--- config.mk ---
export PLATFORM = sky130hd
export DESIGN_NAME = oled_spi_receiver_flat
export DESIGN_NICKNAME = d
export VERILOG_FILES = /design/src/rtl/oled_spi_receiver_if.sv /design/src/rtl/oled_spi_receiver.sv /design/src/flat_wrapper.sv
export SDC_FILE = /design/constraint.sdc
export NUM_CORES = 1
export LEC_CHECK = 0
export CORE_MARGIN = 3
export CORE_UTILIZATION = 58
export CTS_CLUSTER_DIAMETER = 200
export DETAILED_ROUTE_END_ITERATION = 12
export GPL_ROUTABILITY_DRIVEN = 0
export PLACE_DENSITY = 0.79
export SYNTH_ARGS = -nofsm -noshare
export SYNTH_HDL_FRONTEND = slang
export SYNTH_SLANG_ARGS = --single-unit
--- constraint.sdc ---
create_clock -name clk -period 3.7 [get_ports clk]
set_clock_uncertainty 0.2 [all_clocks]
set_input_delay 0.74 -clock clk [delete_from_list [all_inputs] [get_ports clk]]
set_output_delay 0.74 -clock clk [all_outputs]
set_load 0.01 [all_outputs]
--- src/rtl/oled_spi_receiver_if.sv ---
// Display-link bundle between an SPI master / byte consumer and the OLED receiver model.
interface oled_spi_receiver_if;
    logic       spi_sclk;
    logic       spi_mosi;
    logic       spi_cs_n;
    logic       oled_dc;
    logic [7:0] rx_data;
    logic       rx_dc;
    logic       rx_valid;
    logic       rx_ready;
    logic       overflow;
    logic       overflow_clr;
    logic       frame_err;
    logic       display_on;

    modport master (
        output spi_sclk, spi_mosi, spi_cs_n, oled_dc, rx_ready, overflow_clr,
        input  rx_data, rx_dc, rx_valid, overflow, frame_err, display_on
    );

    modport slave (
        input  spi_sclk, spi_mosi, spi_cs_n, oled_dc, rx_ready, overflow_clr,
        output rx_data, rx_dc, rx_valid, overflow, frame_err, display_on
    );
endinterface

--- src/rtl/oled_spi_receiver.sv ---
// SPI mode-0 slave modelling the OLED panel: oversampled byte capture, show-ahead FIFO
// and display on/off command decode.
module oled_spi_receiver #(
    parameter int unsigned FIFO_DEPTH      = 4,
    parameter logic        DC_CMD_LEVEL    = 1'b1,
    parameter logic [7:0]  CMD_DISPLAY_OFF = 8'hAE,
    parameter logic [7:0]  CMD_DISPLAY_ON  = 8'hAF
) (
    input  logic                clk,
    input  logic                reset,
    oled_spi_receiver_if.slave  bus_io
);
    localparam int unsigned PtrW = $clog2(FIFO_DEPTH);
    localparam int unsigned CntW = $clog2(FIFO_DEPTH + 1);
    // Input vector order {sclk, mosi, dc, cs_n}; idle levels below.
    localparam logic [3:0]  InIdle = 4'b0001;

    typedef enum logic [0:0] {StIdle, StShift} state_e;

    logic [3:0]      sync1_q, sync2_q, algn_q;
    logic            sclk_prev_q;
    state_e          state_q, state_d;
    logic [2:0]      bit_cnt_q, bit_cnt_d;
    logic [7:0]      shift_q, shift_d;
    logic            frame_err_q, frame_err_d;
    logic            overflow_q, overflow_d;
    logic            display_q, display_d;
    logic [8:0]      mem_q [FIFO_DEPTH];
    logic [PtrW-1:0] wr_ptr_q, rd_ptr_q;
    logic [CntW-1:0] count_q, count_d;

    logic       sclk_s, mosi_s, dc_s, cs_s, rise;
    logic       byte_done, push, pop, full, wr_en;
    logic [7:0] byte_val;

    // Two-flop synchronizer plus one alignment stage shared by all four inputs so they
    // keep equal delay; edge detection works on the aligned copy.
    always_ff @(posedge clk or posedge reset) begin
        if (reset) begin
            sync1_q     <= InIdle;
            sync2_q     <= InIdle;
            algn_q      <= InIdle;
            sclk_prev_q <= 1'b0;
        end else begin
            sync1_q     <= {bus_io.spi_sclk, bus_io.spi_mosi, bus_io.oled_dc, bus_io.spi_cs_n};
            sync2_q     <= sync1_q;
            algn_q      <= sync2_q;
            sclk_prev_q <= algn_q[3];
        end
    end

    assign sclk_s   = algn_q[3];
    assign mosi_s   = algn_q[2];
    assign dc_s     = algn_q[1];
    assign cs_s     = algn_q[0];
    assign rise     = sclk_s & ~sclk_prev_q;
    assign byte_val = {shift_q[6:0], mosi_s};

    always_comb begin
        state_d     = state_q;
        bit_cnt_d   = bit_cnt_q;
        shift_d     = shift_q;
        frame_err_d = 1'b0;
        byte_done   = 1'b0;
        unique case (state_q)
            StIdle: begin
                bit_cnt_d = 3'd0;
                if (!cs_s) state_d = StShift;
            end
            StShift: begin
                if (cs_s) begin
                    state_d     = StIdle;
                    frame_err_d = (bit_cnt_q != 3'd0);
                    bit_cnt_d   = 3'd0;
                    shift_d     = 8'h00;
                end else if (rise) begin
                    shift_d = byte_val;
                    if (bit_cnt_q == 3'd7) begin
                        bit_cnt_d = 3'd0;
                        byte_done = 1'b1;
                    end else begin
                        bit_cnt_d = bit_cnt_q + 3'd1;
                    end
                end
            end
            default: state_d = StIdle;
        endcase
    end

    assign push  = byte_done;
    assign pop   = (count_q != '0) && bus_io.rx_ready;
    assign full  = (count_q == CntW'(FIFO_DEPTH));
    assign wr_en = push && (!full || pop);

    always_comb begin
        count_d = count_q;
        if (wr_en && !pop)      count_d = count_q + CntW'(1);
        else if (!wr_en && pop) count_d = count_q - CntW'(1);

        overflow_d = overflow_q;
        if (push && full && !pop)     overflow_d = 1'b1;
        else if (bus_io.overflow_clr) overflow_d = 1'b0;

        // Decode regardless of whether the FIFO accepted the byte.
        display_d = display_q;
        if (byte_done && (dc_s == DC_CMD_LEVEL)) begin
            if (byte_val == CMD_DISPLAY_ON)       display_d = 1'b1;
            else if (byte_val == CMD_DISPLAY_OFF) display_d = 1'b0;
        end
    end

    always_ff @(posedge clk or posedge reset) begin
        if (reset) begin
            state_q     <= StIdle;
            bit_cnt_q   <= 3'd0;
            shift_q     <= 8'h00;
            frame_err_q <= 1'b0;
            overflow_q  <= 1'b0;
            display_q   <= 1'b0;
            wr_ptr_q    <= '0;
            rd_ptr_q    <= '0;
            count_q     <= '0;
            for (int i = 0; i < FIFO_DEPTH; i++) mem_q[i] <= '0;
        end else begin
            state_q     <= state_d;
            bit_cnt_q   <= bit_cnt_d;
            shift_q     <= shift_d;
            frame_err_q <= frame_err_d;
            overflow_q  <= overflow_d;
            display_q   <= display_d;
            count_q     <= count_d;
            if (wr_en) begin
                mem_q[wr_ptr_q] <= {dc_s, byte_val};
                wr_ptr_q        <= wr_ptr_q + PtrW'(1);
            end
            if (pop) rd_ptr_q <= rd_ptr_q + PtrW'(1);
        end
    end

    assign bus_io.rx_data    = mem_q[rd_ptr_q][7:0];
    assign bus_io.rx_dc      = mem_q[rd_ptr_q][8];
    assign bus_io.rx_valid   = (count_q != '0);
    assign bus_io.overflow   = overflow_q;
    assign bus_io.frame_err  = frame_err_q;
    assign bus_io.display_on = display_q;
endmodule

--- src/flat_wrapper.sv ---
// flat-port wrapper written by rule: the top's interface ports become plain ports
module oled_spi_receiver_flat 
#(
    parameter int unsigned FIFO_DEPTH      = 4,
    parameter logic        DC_CMD_LEVEL    = 1'b1,
    parameter logic [7:0]  CMD_DISPLAY_OFF = 8'hAE,
    parameter logic [7:0]  CMD_DISPLAY_ON  = 8'hAF
)
  (clk, reset, bus_io_spi_sclk, bus_io_spi_mosi, bus_io_spi_cs_n, bus_io_oled_dc, bus_io_rx_ready, bus_io_overflow_clr, bus_io_rx_data, bus_io_rx_dc, bus_io_rx_valid, bus_io_overflow, bus_io_frame_err, bus_io_display_on);
  oled_spi_receiver_if bus_io_i ();
  input  logic clk;
  input  logic reset;
  input wire logic [$bits(bus_io_i.spi_sclk)-1:0] bus_io_spi_sclk;
  input wire logic [$bits(bus_io_i.spi_mosi)-1:0] bus_io_spi_mosi;
  input wire logic [$bits(bus_io_i.spi_cs_n)-1:0] bus_io_spi_cs_n;
  input wire logic [$bits(bus_io_i.oled_dc)-1:0] bus_io_oled_dc;
  input wire logic [$bits(bus_io_i.rx_ready)-1:0] bus_io_rx_ready;
  input wire logic [$bits(bus_io_i.overflow_clr)-1:0] bus_io_overflow_clr;
  output wire logic [$bits(bus_io_i.rx_data)-1:0] bus_io_rx_data;
  output wire logic [$bits(bus_io_i.rx_dc)-1:0] bus_io_rx_dc;
  output wire logic [$bits(bus_io_i.rx_valid)-1:0] bus_io_rx_valid;
  output wire logic [$bits(bus_io_i.overflow)-1:0] bus_io_overflow;
  output wire logic [$bits(bus_io_i.frame_err)-1:0] bus_io_frame_err;
  output wire logic [$bits(bus_io_i.display_on)-1:0] bus_io_display_on;
  assign bus_io_i.spi_sclk = bus_io_spi_sclk;
  assign bus_io_i.spi_mosi = bus_io_spi_mosi;
  assign bus_io_i.spi_cs_n = bus_io_spi_cs_n;
  assign bus_io_i.oled_dc = bus_io_oled_dc;
  assign bus_io_i.rx_ready = bus_io_rx_ready;
  assign bus_io_i.overflow_clr = bus_io_overflow_clr;
  assign bus_io_rx_data = bus_io_i.rx_data;
  assign bus_io_rx_dc = bus_io_i.rx_dc;
  assign bus_io_rx_valid = bus_io_i.rx_valid;
  assign bus_io_overflow = bus_io_i.overflow;
  assign bus_io_frame_err = bus_io_i.frame_err;
  assign bus_io_display_on = bus_io_i.display_on;
  oled_spi_receiver #(.FIFO_DEPTH(FIFO_DEPTH), .DC_CMD_LEVEL(DC_CMD_LEVEL), .CMD_DISPLAY_OFF(CMD_DISPLAY_OFF), .CMD_DISPLAY_ON(CMD_DISPLAY_ON)) u_core (.clk(clk), .reset(reset), .bus_io(bus_io_i));
endmodule
* Word level (Yosys, flattened, before mapping)
Cells that the tools add are included.
Cells by class: $add $sub $neg 5, $lt $le $gt $ge 3, eq/ne operators 5, multiplexer cells 25, bitwise operators 5, reduce and logical (&&, ||, !) cells 20
Operator list (count):
- bitwise mux 36 bit | 1
- 2-to-1 mux 9 bit | 3
- binary-select mux 9 bit (select 2 bit) | 1
- demux 9 bit (select 2 bit) | 1
- == test 8 bit (second input constant) | 2
- 2-to-1 mux 3 bit | 5
- 2-to-1 mux 7 bit | 2
- 2-to-1 mux 1 bit | 11
- logical AND 1 bit | 8
- nonzero test 2 bit | 4
- adder 3 x 1 -> 3 bit (second input constant) | 2
- == test 3 bit (second input constant) | 2
- >= comparator 3 bit (second input constant) | 2
- inverter 2 -> 3 bit | 2
- case mux 3 bit (2 select lines) | 1
- nonzero test 3 bit | 2
- adder 2 x 1 -> 2 bit (second input constant) | 2
- AND reduction 2 bit | 2
- logical NOT 1 bit | 3
- less-than comparator 3 x 1 -> 1 bit (second input constant) | 1
- inequality test 3 x 2 -> 1 bit (second input constant) | 1
- subtractor 3 x 1 -> 3 bit (second input constant) | 1
- inverter 1 bit | 2
- AND 1 bit | 1
- logical OR 1 bit | 1
Word-level totals: register bits after elaboration 70, input port bits 8

* Depth between registers and ports, before layout
Gate-level depths: netlist (run 1).
word-level depth 10, mapped depth 11, mapped depth without buffers 10

* Worst setup path after synthesis (run 1)
No wires, ideal clock.
kind input -> register, start point input bus_io_rx_ready, end point register u_core.count_q[1], data arrival time 2.474 ns, required time 3.375 ns, setup slack 0.901 ns, stages 8, path buffers 1, path through or4b_1 -> buf_6 -> nand3_1 -> inv_1 -> ha_1 -> inv_1 -> fa_1 -> mux2_2
Between the ends: elaborated cells between the ends (all ways) 9, classes of those cells mux: 1; reduce/logical: 8
RTL lines:
- from (decl) | RTL line flat_wrapper.sv:17 | input wire logic [$bits(bus_io_i.rx_ready)-1:0] bus_io_rx_ready;
- logical AND 1 bit | RTL line oled_spi_receiver.sv:91 | assign pop = (count_q != '0) && bus_io.rx_ready;
- logical OR 1 bit | RTL line oled_spi_receiver.sv:93 | assign wr_en = push && (!full || pop);
- logical AND 1 bit | RTL line oled_spi_receiver.sv:93
- net u_core.wr_en | RTL line oled_spi_receiver.sv:33 | logic byte_done, push, pop, full, wr_en;
- logical AND 1 bit | RTL line oled_spi_receiver.sv:97 | if (wr_en && !pop) count_d = count_q + CntW'(1);
- 2-to-1 mux 3 bit | RTL line oled_spi_receiver.sv:97
- net u_core.count_d[1] | RTL line oled_spi_receiver.sv:30 | logic [CntW-1:0] count_q, count_d;
- to (signal assigned) | RTL line oled_spi_receiver.sv:131 | count_q <= count_d;
- to (decl) | RTL line oled_spi_receiver.sv:30
The timed path passes the listed nets, and every way through them passes these cells. A chain may end at the register's enable or synchronous reset.

* Final worst setup path (run 1)
start point register u_core.rd_ptr_q[0], end point output bus_io_rx_dc
Between the ends: cells in the longest elaborated chain, start to end 4
Ends and longest elaborated chain:
- from (decl) | RTL line oled_spi_receiver.sv:29 | logic [PtrW-1:0] wr_ptr_q, rd_ptr_q;
- from (signal assigned) | RTL line oled_spi_receiver.sv:136 | if (pop) rd_ptr_q <= rd_ptr_q + PtrW'(1);
- inverter 2 -> 3 bit (not written as such) | RTL line oled_spi_receiver.sv:141 | assign bus_io.rx_dc = mem_q[rd_ptr_q][8];
- binary-select mux 9 bit (select 2 bit) | RTL line oled_spi_receiver.sv:141
- 2-to-1 mux 9 bit (2 in a row)
- to (decl) | RTL line flat_wrapper.sv:20 | output wire logic [$bits(bus_io_i.rx_dc)-1:0] bus_io_rx_dc;
No other way between the ends. The select of a mux whose other input is x is not followed.

==> results by group, run 1 <==
Routing
  – Final ANT Viol Nets: 0
  – Drt pass-1 iters: 4
  – Via density per instance: 5.54
  – Starting DRT DRC Count: 113
  – Routed length per instance: 17.9 um
  – WL final: 5090 um
  – DRC: 0
  – Vias after detailed routing: 1,574

Worst setup path
  – CP max FO: 11
  – Slowest stage delay, CP: 0.79 ns
  – Critical Path AT: 2.22 ns
  – CP Capture Type: output port
  – Flop2flop setup slack: 0.94 ns
  – CP bufs+invs: 1
  – Req. time, crit path: 2.76 ns
  – Setup CP Type: reg2out
  – Slowest-stage cell, CP: dfrtp_1
  – Cell Chain, Critical Path: mux4_2, clkdlybuf4s50_1
  – Startpoint Class: flop
  – Cell family with most CP delay: flip-flops

Global route
  – Antenna violations before repair: 0
  – First-pass GRT wire length: 8710 um
  – Met3 GRT Util: 0.0563
  – Met2 Use GR: 0.312
  – Vias in the first global route: 1,741
  – Grt total ovfl: 0
  – GRT busiest layer: met2
  – Largest net degree at the start of global routing: 37
  – Total Routing Usage GR: 0.194
  – Met1 GRT Util: 0.252

CTS
  – CTS tree: done
  – H-Tree Depth: 3
  – PostCTS Resize Cnt: 0
  – Number of buffers created by CTS: 9
  – CTS Buffer Depth: 2
  – Clock transition at path regs: 0.07 ns
  – Clock root cell: clkbuf_8
  – Cts hold-fix bufs: 0
  – Clk sinks: 70
  – Setup Buffers After CTS: 0
  – Worst-Skew Late Latency: 0.33 ns

Layout
  – Area added between synthesis and finish: 17.3%
  – Nets: 229
  – Share of post-route cells with drive strength above 1: 0.332
  – Ant. Diodes: 0
  – Final Core Density: 0.718
  – FF+latch area: 0.00176 mm2
  – Fill count: 324
  – Finished Cell Area: 0.00346 mm2
  – Multi-input logic area: 0.00111 mm2

Timing
  – Setup ws final: 0.542 ns
  – Final setup fails: 0
  – Final hold violation count: 0
  – Headroom to the max-slew limit: 0.502
  – Setup TNS: 0 ns
  – Min Hold Slack: 0.156 ns
  – Fmax: 0.317 GHz
  – Tmin final: 3.16 ns
  – RSZ-0062 raised after global routing: no
  – Max-slew violation count: 0
  – Worst-Margin Slew: 0.746 ns
  – Fin crit share: 0.854

Synthesis
  – Mapped Cells: 184
  – Yosys warns: 0
  – Most numerous cell in the Yosys netlist: dfrtp_1
  – Synth top area cells: dfrtp_1 57%, mux2_2 14%, mux4_2 6.9%
  – Synthesized area: 0.00295 mm2
  – Post-synth top area cell: dfrtp_1
  – Synth top area share: 0.569
  – #FFs+latches synth: 70
  – Register area share after synthesis: 0.596
  – Post-synth EDFFs: 0
  – Synth unique cells: 30
  – Synth top cells by count: 67 x dfrtp_1, 36 x mux2_2, 10 x inv_1
  – Syn avg cell area: 16.0 um2
  – Most used DFF post-synth: dfrtp_1
  – Synth Net Count: 201
  – Async S/R FF share, synth: 1.00

Floorplan
  – Starting Density: 0.612
  – Cell Rows: 25
  – Die area: 0.00597 mm2
  – Core ar.: 0.00482 mm2
  – # IOs: 21
  – Die X: 77.3 um
  – Die Y: 77.3 um

Place
  – Placement Setup Slack: 0.461 ns
  – Post-DP HPWL: 3460 um
  – Dpl cell area: 0.00322 mm2
  – PortBufs: 20

Power and ir drop
  – Leakage power: 1.67 nW
  – PwrDens: 439 mW/mm2
  – Max IR drop VDD: 321 uV

Hold path
  – Hold Path Class: reg2reg

Job
  – Max_cap viols: 0

Run status
  – Status: finished clean
-- path summary, 6_finish.rpt --
path                       cells past startpoint           endpoint          startpoint
min                                            0  u_core.sync2_q[1]   u_core.sync1_q[1]
max in group asynchronous                      3   u_core.algn_q[0]               reset
max reg2reg                                    9  u_core.count_q[2]  u_core.sclk_prev_q
min reg2reg                                    0  u_core.sync2_q[1]   u_core.sync1_q[1]
max                                            2       bus_io_rx_dc  u_core.rd_ptr_q[0]
min in group asynchronous                      2  u_core.count_q[2]               reset
-- layout by cell type (no fill, tap or decap), types with 2 or more instances in the layout --
master           netlist  final
nand3_1                2      2
mux4_2                 9      9
clkbuf_8               0     12
nand2_1                4      4
inv_1                 10      9
buf_4                  1      2
mux2_2                36     36
mux2_1                 3      3
dfstp_2                3      3
xor2_1                 2      2
nor2_1                 5      5
xnor2_1                4      4
ha_1                   8      8
mux2i_1                3      3
dfrtp_1               67     67
clkdlybuf4s50_1        0     20
bufinv_16              0      2
nand4_4                4      4
a22o_1                 7      7
-- layer usage --
metal | share of wire | vias up | wire length, um
met5 | 0 | - | 0
met4 | 0.018 | 0 | 93
met3 | 0.033 | 9 | 169
met2 | 0.50 | 24 | 2560
met1 | 0.44 | 823 | 2260
li1 | - | 718 | -
-- worst register-to-register path, stage by stage, from the launching register on --
cell,delay [ns]
dfrtp_1,0.37
and4bb_2,0.61
nand3_1,0.24
inv_1,0.12
ha_1,0.19
inv_1,0.08
fa_1,0.43
xor2_1,0.17
nor2_1,0.12
xor2_1,0.16
-- flip-flops by register name, summed over array words and instances (netlist names), 2 cells and up --
signal	count
u_core.mem_q	36
u_core.shift_q	7
u_core.algn_q	4
u_core.sync1_q	4
u_core.sync2_q	4
u_core.bit_cnt_q	3
u_core.count_q	3
u_core.rd_ptr_q	2
u_core.wr_ptr_q	2
-- through the flow --
stage | cells | power (mW)
after floorplan | 184 | 0.815
after global placement | 268 | 0.830
after detailed placement | 268 | 0.833
after CTS | 284 | 1.54
after global routing | 284 | 1.58
final | 284 | 1.52
-- layout make-up --
class	count	share of cell area
Clock buffer	13	0.0489
Clock inverter	3	0.0188
Inverter	10	0.0109
Multi-Input combinational cell	98	0.321
Sequential cell	70	0.508
Tap cell	67	0.0242
Timing Repair Buffer	23	0.0680
-- power breakdown --
group | internal [mW] | total (mW) | switching, mW
clock network | 0.434 | 0.698 | 0.264
registers | 0.776 | 0.783 | 0.00692
logic | 0.0129 | 0.0351 | 0.0222
-- cell families after synthesis --
family	share of synthesized area
fa+ha+maj	0.0408
xor+xnor	0.0178
compound gates	0.0263
buf+inv	0.0272
simple gates	0.0641
flops	0.596
mux	0.228
No activity file was read; power rests on OpenSTA's default activity.
==> run 2: changes to the inputs <==
- CORE_UTILIZATION: 58 -> 60
- PLACE_DENSITY: 0.79 -> 0.81
- clock period: 3.7 -> 3.69 ns (I/O delays scaled with it)
==> run 2 against run 1 <==
  * Critical path depth is the same
  * Clock power is 28% lower
  * Global-route usage increased by 0.25 points
  * Worst setup slack better by 0.021 ns
  * Cell count fell by 1.1%
  * Combinational power is 5% lower
  * Sequential share of layout area rose by 1.4 points
  * Core utilization rose by 2.4 points
  * Power fell by 13%
  * Sequential cell count unchanged
  * Die area fell by 3.1%
  * Largest cell class unchanged
==> results by group, run 2 (synthesized netlist as in run 1, its figures left out) <==
Timing
  – Fin crit share: 0.848
  – Final hold violation count: 0 (unchanged)
  – Final setup fails: 0 (unchanged)
  – Tmin final: 3.13 ns
  – Max-slew violation count: 0 (unchanged)
  – Worst-Margin Slew: 0.859 ns (was 0.746 ns)
  – RSZ-0062 raised after global routing: no (unchanged)
  – Fmax: 0.320 GHz
  – Headroom to the max-slew limit: 0.427 (was 0.502)
  – Setup TNS: 0 ns (unchanged)

Run status
  – Status: finished clean (unchanged)

CTS
  – Setup Buffers After CTS: 0 (unchanged)
  – Worst-Skew Late Latency: 0.34 ns (was 0.33 ns)
  – H-Tree Depth: 3 (unchanged)
  – CTS tree: done (unchanged)
  – Cts hold-fix bufs: 0 (unchanged)
  – Number of buffers created by CTS: 9 (unchanged)
  – CTS Buffer Depth: 2 (unchanged)
  – Clock transition at path regs: 0.07 ns (about the same)
  – Clock root cell: clkbuf_8 (unchanged)
  – PostCTS Resize Cnt: 0 (unchanged)
  – Clk sinks: 70 (unchanged)

Routing
  – Final ANT Viol Nets: 0 (unchanged)
  – DRC: 0 (unchanged)
  – Starting DRT DRC Count: 129 (was 113)
  – Via density per instance: 5.70 (was 5.54)
  – Vias after detailed routing: 1,602 (was 1,574)
  – Routed length per instance: 18.0 um (was 17.9 um)
  – Drt pass-1 iters: 4 (unchanged)
  – WL final: 5060 um (was 5090 um)

Power and ir drop
  – Leakage power: 1.63 nW (was 1.67 nW)
  – Max IR drop VDD: 245 uV (was 321 uV)
  – PwrDens: 393 mW/mm2 (was 439 mW/mm2)

Global route
  – Largest net degree at the start of global routing: 71 (was 37)
  – First-pass GRT wire length: 8680 um (was 8710 um)
  – Antenna violations before repair: 0 (unchanged)
  – Vias in the first global route: 1,775 (was 1,741)
  – Total Routing Usage GR: 0.196 (was 0.194)
  – Grt total ovfl: 0 (unchanged)

Floorplan
  – Starting Density: 0.650 (was 0.612)
  – Die area: 0.00579 mm2 (was 0.00597 mm2)
  – Cell Rows: 24 (was 25)
  – # IOs: 21 (unchanged)
  – Die Y: 76.1 um (was 77.3 um)
  – Die X: 76.1 um (was 77.3 um)
  – Core ar.: 0.00453 mm2 (was 0.00482 mm2)

Layout
  – Commonest non-fill, non-tap cells in the layout: 67 x dfrtp_1, 36 x mux2_2, 20 x clkdlybuf4s50_1 (was 67 x dfrtp_1, 36 x mux2_2, 20 x clkdlybuf4s50_1, 12 x clkbuf_8)
  – Fill count: 300 (was 324)
  – Share of post-route cells with drive strength above 1: 0.329 (was 0.332)
  – Ant. Diodes: 0 (unchanged)
  – Nets: 229 (unchanged)
  – Largest reg by FF count: u_core.mem_q (unchanged)
  – Commonest non-fill, non-tap cell in the layout: dfrtp_1 (unchanged)
  – Final Core Density: 0.742 (was 0.718)
  – Max FFs per register: 36 (unchanged)
  – Area added between synthesis and finish: 14.1% (was 17.3%)
  – Biggest regs: u_core.mem_q: 36 flops, u_core.shift_q: 7 flops (unchanged)

Place
  – PortBufs: 20 (unchanged)
  – Post-DP HPWL: 3350 um (was 3460 um)

Worst setup path
  – Slowest stage delay, CP: 0.76 ns (was 0.79 ns)
  – Setup CP Type: reg2out (unchanged)
  – CP Capture Type: output port (unchanged)
  – Req. time, crit path: 2.75 ns (was 2.76 ns)
  – Reg-to-Reg End: u_core.count_q[2] (unchanged)
  – Critical Path AT: 2.19 ns (was 2.22 ns)
  – Cell Chain, Critical Path: mux4_2, clkdlybuf4s50_1 (unchanged)
  – Slowest-stage cell, CP: dfrtp_1 (unchanged)
  – R2r startpoint: u_core.sclk_prev_q (unchanged)
  – Startpoint Class: flop (unchanged)
  – Worst Reg-to-Reg Cells: 9 (unchanged)
  – Flop2flop setup slack: 0.93 ns (was 0.94 ns)
  – CP max FO: 11 (unchanged)

Hold path
  – Hold Crit Start: u_core.sync1_q[3] (was u_core.sync1_q[1])
  – Min-Delay Endpoint: u_core.sync2_q[3] (was u_core.sync2_q[1])
  – Hold Path Depth: 0 (unchanged)
  – Hold Path Class: reg2reg (unchanged)

Job
  – Max_cap viols: 0 (unchanged)
==> run 2: cell types whose count changed in the layout (fill, tap and decap cells not counted), sizes merged <==
cell	before	now
clkinv	1	4
clkbuf	13	10
clkinvlp	0	1
bufinv	2	0
==> run 2: per-stage QoR <==
stage	power [mW]	hold WS (ns)	area [um2]	cells	setup slack (ns)
6_report	1.32	0.149	3360	281	0.563
4_1_cts	1.33	0.150	3360	281	0.494
3_5_place_dp	0.833	0.135	3210	266	0.430
2_1_floorplan	0.817	0.131	2950	184	0.893
5_1_grt	1.37	0.158	3360	281	0.410
3_3_place_gp	0.830	0.132	3210	266	0.557
==> run 2: worst max-delay path by stage <==
| stage | start | cells after the start | endpoint | slack, ns |
|---|---|---|---|---|
| finish | u_core.rd_ptr_q[0] | 2 | bus_io_rx_dc | 0.56 |
| global route | u_core.rd_ptr_q[0] | 2 | bus_io_rx_dc | 0.41 |
| CTS | u_core.rd_ptr_q[0] | 2 | bus_io_rx_dc | 0.49 |
| detailed placement | bus_io_rx_ready | 8 | u_core.count_q[1] | 0.43 |
| global placement | bus_io_rx_ready | 8 | u_core.count_q[1] | 0.56 |
| floorplan | bus_io_rx_ready | 8 | u_core.count_q[1] | 0.89 |
==> run 2: area by class of cell <==
class	count	area, um2	share of cell area
Inverter	10	37.5	0.0112
Multi-Input combinational cell	98	1110	0.330
Tap cell	65	81.3	0.0242
Sequential cell	70	1760	0.522
Timing Repair Buffer	23	223	0.0662
Clock buffer	10	128	0.0379
Clock inverter	5	27.5	0.00818
==> run 2: report_power, final <==
| part | switching (mW) | internal (mW) |
|---|---|---|
| sequential | 0.00658 | 0.778 |
| clock | 0.269 | 0.235 |
| combinational | 0.0218 | 0.0114 |
==> run 2: critical path: cells and delay by family, from the launching register on <==
| kind | cells | cell delay, ns |
|---|---|---|
| multiplexers | 1 | 0.60 |
| flip-flops | 1 | 0.76 |
| buffers and inverters | 1 | 0.50 |
==> run 2: metal layers <==
metal  wire (um)  share of wire  vias up  global-route usage
li1            -              -      720                   -
met1        2210           0.44      844               0.246
met2        2580           0.51       27               0.326
met3         156          0.031       11              0.0414
met4         115          0.023        0              0.0960
met5           0              0        -                   0
